===== src/rtl/mul_seq_n_bit.sv =====
// Sequential shift-add multiplier: one partial product per clock, signed or
// unsigned per operation, with a start/busy/done handshake.
module mul_seq_n_bit #(
  parameter int WIDTH = 8
) (
  input  logic               clk,
  input  logic               rst,
  input  logic               start,
  input  logic               sgn,
  input  logic [WIDTH-1:0]   x,
  input  logic [WIDTH-1:0]   y,
  output logic [2*WIDTH-1:0] z,
  output logic               busy,
  output logic               done
);

  localparam int CW = (WIDTH > 2) ? $clog2(WIDTH) : 1;
  localparam logic [CW-1:0] LAST = CW'(WIDTH - 1);

  typedef enum logic [1:0] {IDLE, CALC, FIX} state_t;

  state_t             state_reg, state_next;
  logic [WIDTH-1:0]   mcand_reg, mplier_reg;
  logic [2*WIDTH:0]   acc_reg, acc_next;
  logic [CW-1:0]      cnt_reg;
  logic               neg_reg;
  logic [WIDTH:0]     sum;
  logic [WIDTH-1:0]   mag_x, mag_y;

  // Operands are reduced to magnitudes; the sign is reapplied once at the end.
  always_comb begin
    mag_x = (sgn && x[WIDTH-1]) ? -x : x;
    mag_y = (sgn && y[WIDTH-1]) ? -y : y;
  end

  // One shift-add step: optional add into the upper half, then shift right.
  always_comb begin
    sum = {1'b0, acc_reg[2*WIDTH-1:WIDTH]} + {1'b0, mcand_reg};
    if (mplier_reg[0])
      acc_next = {1'b0, sum, acc_reg[WIDTH-1:1]};
    else
      acc_next = acc_reg >> 1;
  end

  always_ff @(posedge clk or posedge rst) begin
    if (rst)
      state_reg <= IDLE;
    else
      state_reg <= state_next;
  end

  always_comb begin
    state_next = state_reg;
    case (state_reg)
      IDLE:    if (start) state_next = CALC;
      CALC:    if (cnt_reg == LAST) state_next = FIX;
      FIX:     state_next = IDLE;
      default: state_next = IDLE;
    endcase
  end

  always_comb begin
    busy = (state_reg != IDLE);
  end

  always_ff @(posedge clk or posedge rst) begin
    if (rst) begin
      mcand_reg  <= '0;
      mplier_reg <= '0;
      acc_reg    <= '0;
      cnt_reg    <= '0;
      neg_reg    <= 1'b0;
      z          <= '0;
      done       <= 1'b0;
    end else begin
      done <= 1'b0;
      case (state_reg)
        IDLE: begin
          if (start) begin
            mcand_reg  <= mag_x;
            mplier_reg <= mag_y;
            neg_reg    <= sgn & (x[WIDTH-1] ^ y[WIDTH-1]);
            acc_reg    <= '0;
            cnt_reg    <= '0;
          end
        end
        CALC: begin
          acc_reg    <= acc_next;
          mplier_reg <= mplier_reg >> 1;
          cnt_reg    <= cnt_reg + 1'b1;
        end
        FIX: begin
          // Negating a zero magnitude yields zero, so no special case is needed.
          z    <= neg_reg ? -acc_reg[2*WIDTH-1:0] : acc_reg[2*WIDTH-1:0];
          done <= 1'b1;
        end
        default: ;
      endcase
    end
  end

endmodule


===== config.mk =====
export PLATFORM = sky130hd
export DESIGN_NAME = mul_seq_n_bit
export DESIGN_NICKNAME = d
export VERILOG_FILES = /design/src/rtl/mul_seq_n_bit.sv
export SDC_FILE = /design/constraint.sdc
export NUM_CORES = 1
export LEC_CHECK = 0
export ABC_AREA = 0
export ABC_CLOCK_PERIOD_IN_PS = 1900
export CELL_PAD_IN_SITES_DETAIL_PLACEMENT = 0
export CELL_PAD_IN_SITES_GLOBAL_PLACEMENT = 1
export CORE_MARGIN = 3
export CORE_UTILIZATION = 38
export CTS_CLUSTER_DIAMETER = 80
export CTS_CLUSTER_SIZE = 20
export DETAILED_ROUTE_END_ITERATION = 7
export GPL_TIMING_DRIVEN = 0
export PLACE_DENSITY_LB_ADDON = 0.1
export SLEW_MARGIN = 20
export SYNTH_ARGS = -nofsm -noshare
export SYNTH_HDL_FRONTEND = slang
export SYNTH_SLANG_ARGS = --single-unit

===== constraint.sdc =====
create_clock -name clk -period 1.9 [get_ports clk]
set_input_delay 0.19 -clock clk [delete_from_list [all_inputs] [get_ports clk]]
set_output_delay 0.19 -clock clk [all_outputs]
set_load 0.02 [all_outputs]

==> key figures <==
Die
  • Die footprint: 0.00902 sq mm
  • Core area: around 0.0074 sq mm
  • Number of rows in the core area: 31
  • Initial Utilization: 0.404
  • Height of the die: 95.0 um
  • I/O pin count: 38
  • Overall die width: 95.0 um

Final layout
  • Area of the multi-input gates: between 0.0015 and 0.002 sq mm
  • Diode insertion count for antenna repair: 0
  • Sequential cell area in the final layout: 0.00138 sq mm
  • Syn-to-layout area delta: 25.0%
  • Layout filler cell count: 745
  • Net count reported at finish: 403
  • Share of post-route cells with drive strength above 1: 0.119

GRT
  • Global-route wire length before repair: 11100 um
  • Via count of the first global-routing pass: 2355
  • Overflow left after global routing: 0
  • Total routing resource utilization after global routing: 0.156
  • Number of antenna violations at the first check in global routing: 0
  • Largest net degree at the start of global routing: between 50 and 60

Drt
  • Final antenna-violating net count: 0
  • First-pass iteration count of the detailed router: 6
  • Per-cell routed wire length: 13.7 um
  • Residual DRC: 0
  • First-iteration detailed-routing DRC count: 113
  • Number of vias in the routed layout: approximately 2400
  • Total length of routed wires: approximately 6400 um
  • Via density: around 5.1

Timing
  • Setup clock skew after layout: 0.00936 ns
  • Final worst path period need: 2.02 ns
  • Smallest hold slack: 0.334 ns
  • Number of hold-slack violations in the final timing report: 0
  • Relative slew slack: 0.551
  • Number of pins with negative max-slew slack in the final report: 0
  • Setup TNS: -0.289 ns
  • Least-Margin Pin Slew: 0.674 ns
  • RSZ-0062 raised after global routing: true
  • Final worst-path setup slack: -0.122 ns
  • Final period utilization: 1.06
  • Setup violators final: 3
  • Fmax: 495 MHz

Setup path
  • Arr. time, crit path: 2.22 ns
  • Kind of start point of the critical path: flop
  • Max Fanout on Critical Path: 3
  • Critical path's slowest cell: sky130_fd_sc_hd__or4b_4
  • Critical Path Sink Type: flop
  • Required time of the critical path: 2.10 ns
  • CP Class: flop to flop
  • Maximum cell stage delay along the critical path: 0.47 ns
  • Chain of cells forming the critical path: inv_2, ha_4, or4b_4, or3_4, o31ai_4, xor2_1, o21ai_1

Synth
  • Number of enable-type register cells in the synthesized netlist: 0
  • Net count of the mapped netlist: 351
  • Number of distinct library cells after synthesis: 44
  • Count of synthesis-stage warnings from yosys: 0
  • Most used DFF post-synth: sky130_fd_sc_hd__dfrtp_1
  • Cell type with the highest aggregate area in the netlist: sky130_fd_sc_hd__dfrtp_1
  • Commonest cells in the netlist: 55 x sky130_fd_sc_hd__dfrtp_1, 51 x sky130_fd_sc_hd__nand2_1, 40 x sky130_fd_sc_hd__o21ai_0
  • Synthesized netlist cell count: 317
  • Synth top area cells: sky130_fd_sc_hd__dfrtp_1 46%, sky130_fd_sc_hd__o21ai_0 6.7%, sky130_fd_sc_hd__nand2_1 6.4%
  • Sequential area share after synthesis: 0.458
  • Synth async-reset ratio: 1.00
  • Average cell area after synthesis: 9.49 sq um
  • Most frequently used cell type in the post-synthesis netlist: sky130_fd_sc_hd__dfrtp_1
  • Flip-flop and latch count after synthesis: 55
  • Netlist area before placement: 0.00301 sq mm
  • Share of the synthesized area in the top cell type: 0.458

Outcome
  • Run status: complete, but fails checks
  • Violations in the final reports: negative setup slack

Power and ir drop
  • Largest vdd supply drop: about 0.39 mV
  • Design Power: roughly 5600 uW
  • Leakage power figure: 0.00164 uW
  • Power per unit of standard cell area: 1500 mW/mm^2

Place
  • Routability congestion estimate: 0.765
  • DP HPWL: 4780 um
  • Count of buffers inserted at the top-level ports: 37

Clocking
  • Clock network latency to the later pin of the worst-skew pair: 0.30 ns
  • TritonCTS clock tree: done
  • Max Buffers Root-to-Sink: 2
  • Clk pin slew, worst setup/hold paths: ~0.10 ns
  • H-tree levels: 2
  • Number of buffers added by the clock tree synthesis step: 5
  • Clock sinks: 55
  • Buffer cell driving the clock tree root: sky130_fd_sc_hd__clkbuf_8

Min path
  • Hold Path Class: input port to asynchronous set/reset pin

Flow run
  • MaxCap Viol Count: 0
## cell families after synthesis
| kind of cell | synth area share |
|---|---|
| xor+xnor | 0.0844 |
| compound gates | 0.200 |
| buf+inv | 0.0349 |
| mux | 0.0133 |
| fa+ha+maj | 0.0607 |
| simple gates | 0.148 |
| flops | 0.458 |
## critical path, delay by kind of cell (launching register included)
kind                       cells  cell delay (ns)
buffers and inverters          1             0.10
xor gates and xnor gates       1             0.16
DFF                            1             0.40
and+or+nand+nor                2             0.85
AOI/OAI and AO/OA              2             0.26
adders and majority gates      1             0.14
## layout by cell type, fill, tap and decap left out, types with 4 or more instances in the layout
cell type,Yosys,routed
sky130_fd_sc_hd__a31oi_1,4,4
sky130_fd_sc_hd__a22oi_1,9,9
sky130_fd_sc_hd__buf_4,1,9
sky130_fd_sc_hd__ha_1,13,11
sky130_fd_sc_hd__xor2_1,17,17
sky130_fd_sc_hd__a22o_1,5,5
sky130_fd_sc_hd__o21ai_1,8,9
sky130_fd_sc_hd__dfrtp_1,55,52
sky130_fd_sc_hd__clkdlybuf4s50_1,0,37
sky130_fd_sc_hd__xnor2_1,12,12
sky130_fd_sc_hd__nor3_1,5,5
sky130_fd_sc_hd__or3_1,4,4
sky130_fd_sc_hd__inv_1,11,8
sky130_fd_sc_hd__clkbuf_1,9,6
sky130_fd_sc_hd__nand3_1,9,9
sky130_fd_sc_hd__clkbuf_8,0,5
sky130_fd_sc_hd__mux2i_1,4,4
sky130_fd_sc_hd__a21oi_1,9,8
sky130_fd_sc_hd__nor2_1,13,12
sky130_fd_sc_hd__o21ai_0,40,37
sky130_fd_sc_hd__nand2_1,51,51
## layout make-up
class | instances | area share
repair buffers | 46 | 0.118
clock inverters | 1 | 0.00799
well taps | 99 | 0.0330
plain buffers | 11 | 0.0170
multi-input cells | 239 | 0.426
flip-flops and latches | 55 | 0.367
clock buffers | 6 | 0.0193
inverters | 11 | 0.0117
## stage by stage
stage,setup WS (ns),std cells,utilization,area [sq um]
after floorplan,-0.0636,317,-,3020
after global placement,-0.634,453,0.472,3520
after detailed placement,-0.165,453,0.473,3520
after CTS,-0.143,465,0.496,3690
after global routing,-0.206,468,0.505,3760
final,-0.122,468,0.505,3760
## final timing paths
check                            from           to  slack, ns  cells past startpoint
max                        acc_reg[0]        z[12]      -0.12                      7
min in group clk                 z[2]         z[2]       0.48                      2
min                               rst         z[3]       0.33                      2
max in group asynchronous         rst  acc_reg[10]       1.08                      2
max reg2reg                acc_reg[0]        z[12]      -0.12                      7
min reg2reg                      z[2]         z[2]       0.48                      2
## report_power, final
part | internal (uW) | switching, uW | total [uW] | leakage [uW]
logic | 1390 | 1420 | 2810 | 0.000873
clock network | 387 | 371 | 758 | 0.0000513
registers | 1610 | 447 | 2060 | 0.000718
total | 3390 | 2240 | 5630 | 0.00164
## timing repair
action                                  4_1_cts  5_1_grt
setup buffers                                 6        3
hold buffers                                  0        0
gates resized for setup                       8       15
gates cloned                                  0        0
endpoints found under the setup margin       10       20
pin swaps                                     2        3
## routing by layer
metal / track usage / vias up / part of all wire
li1: - / 1227 / -
met1: 0.193 / 1089 / 0.46
met2: 0.275 / 49 / 0.49
met3: 0.0255 / 8 / 0.038
met4: 0.0505 / 0 / 0.013
met5: 0 / - / 0
Note: power is estimated with default switching activity, not from simulation.
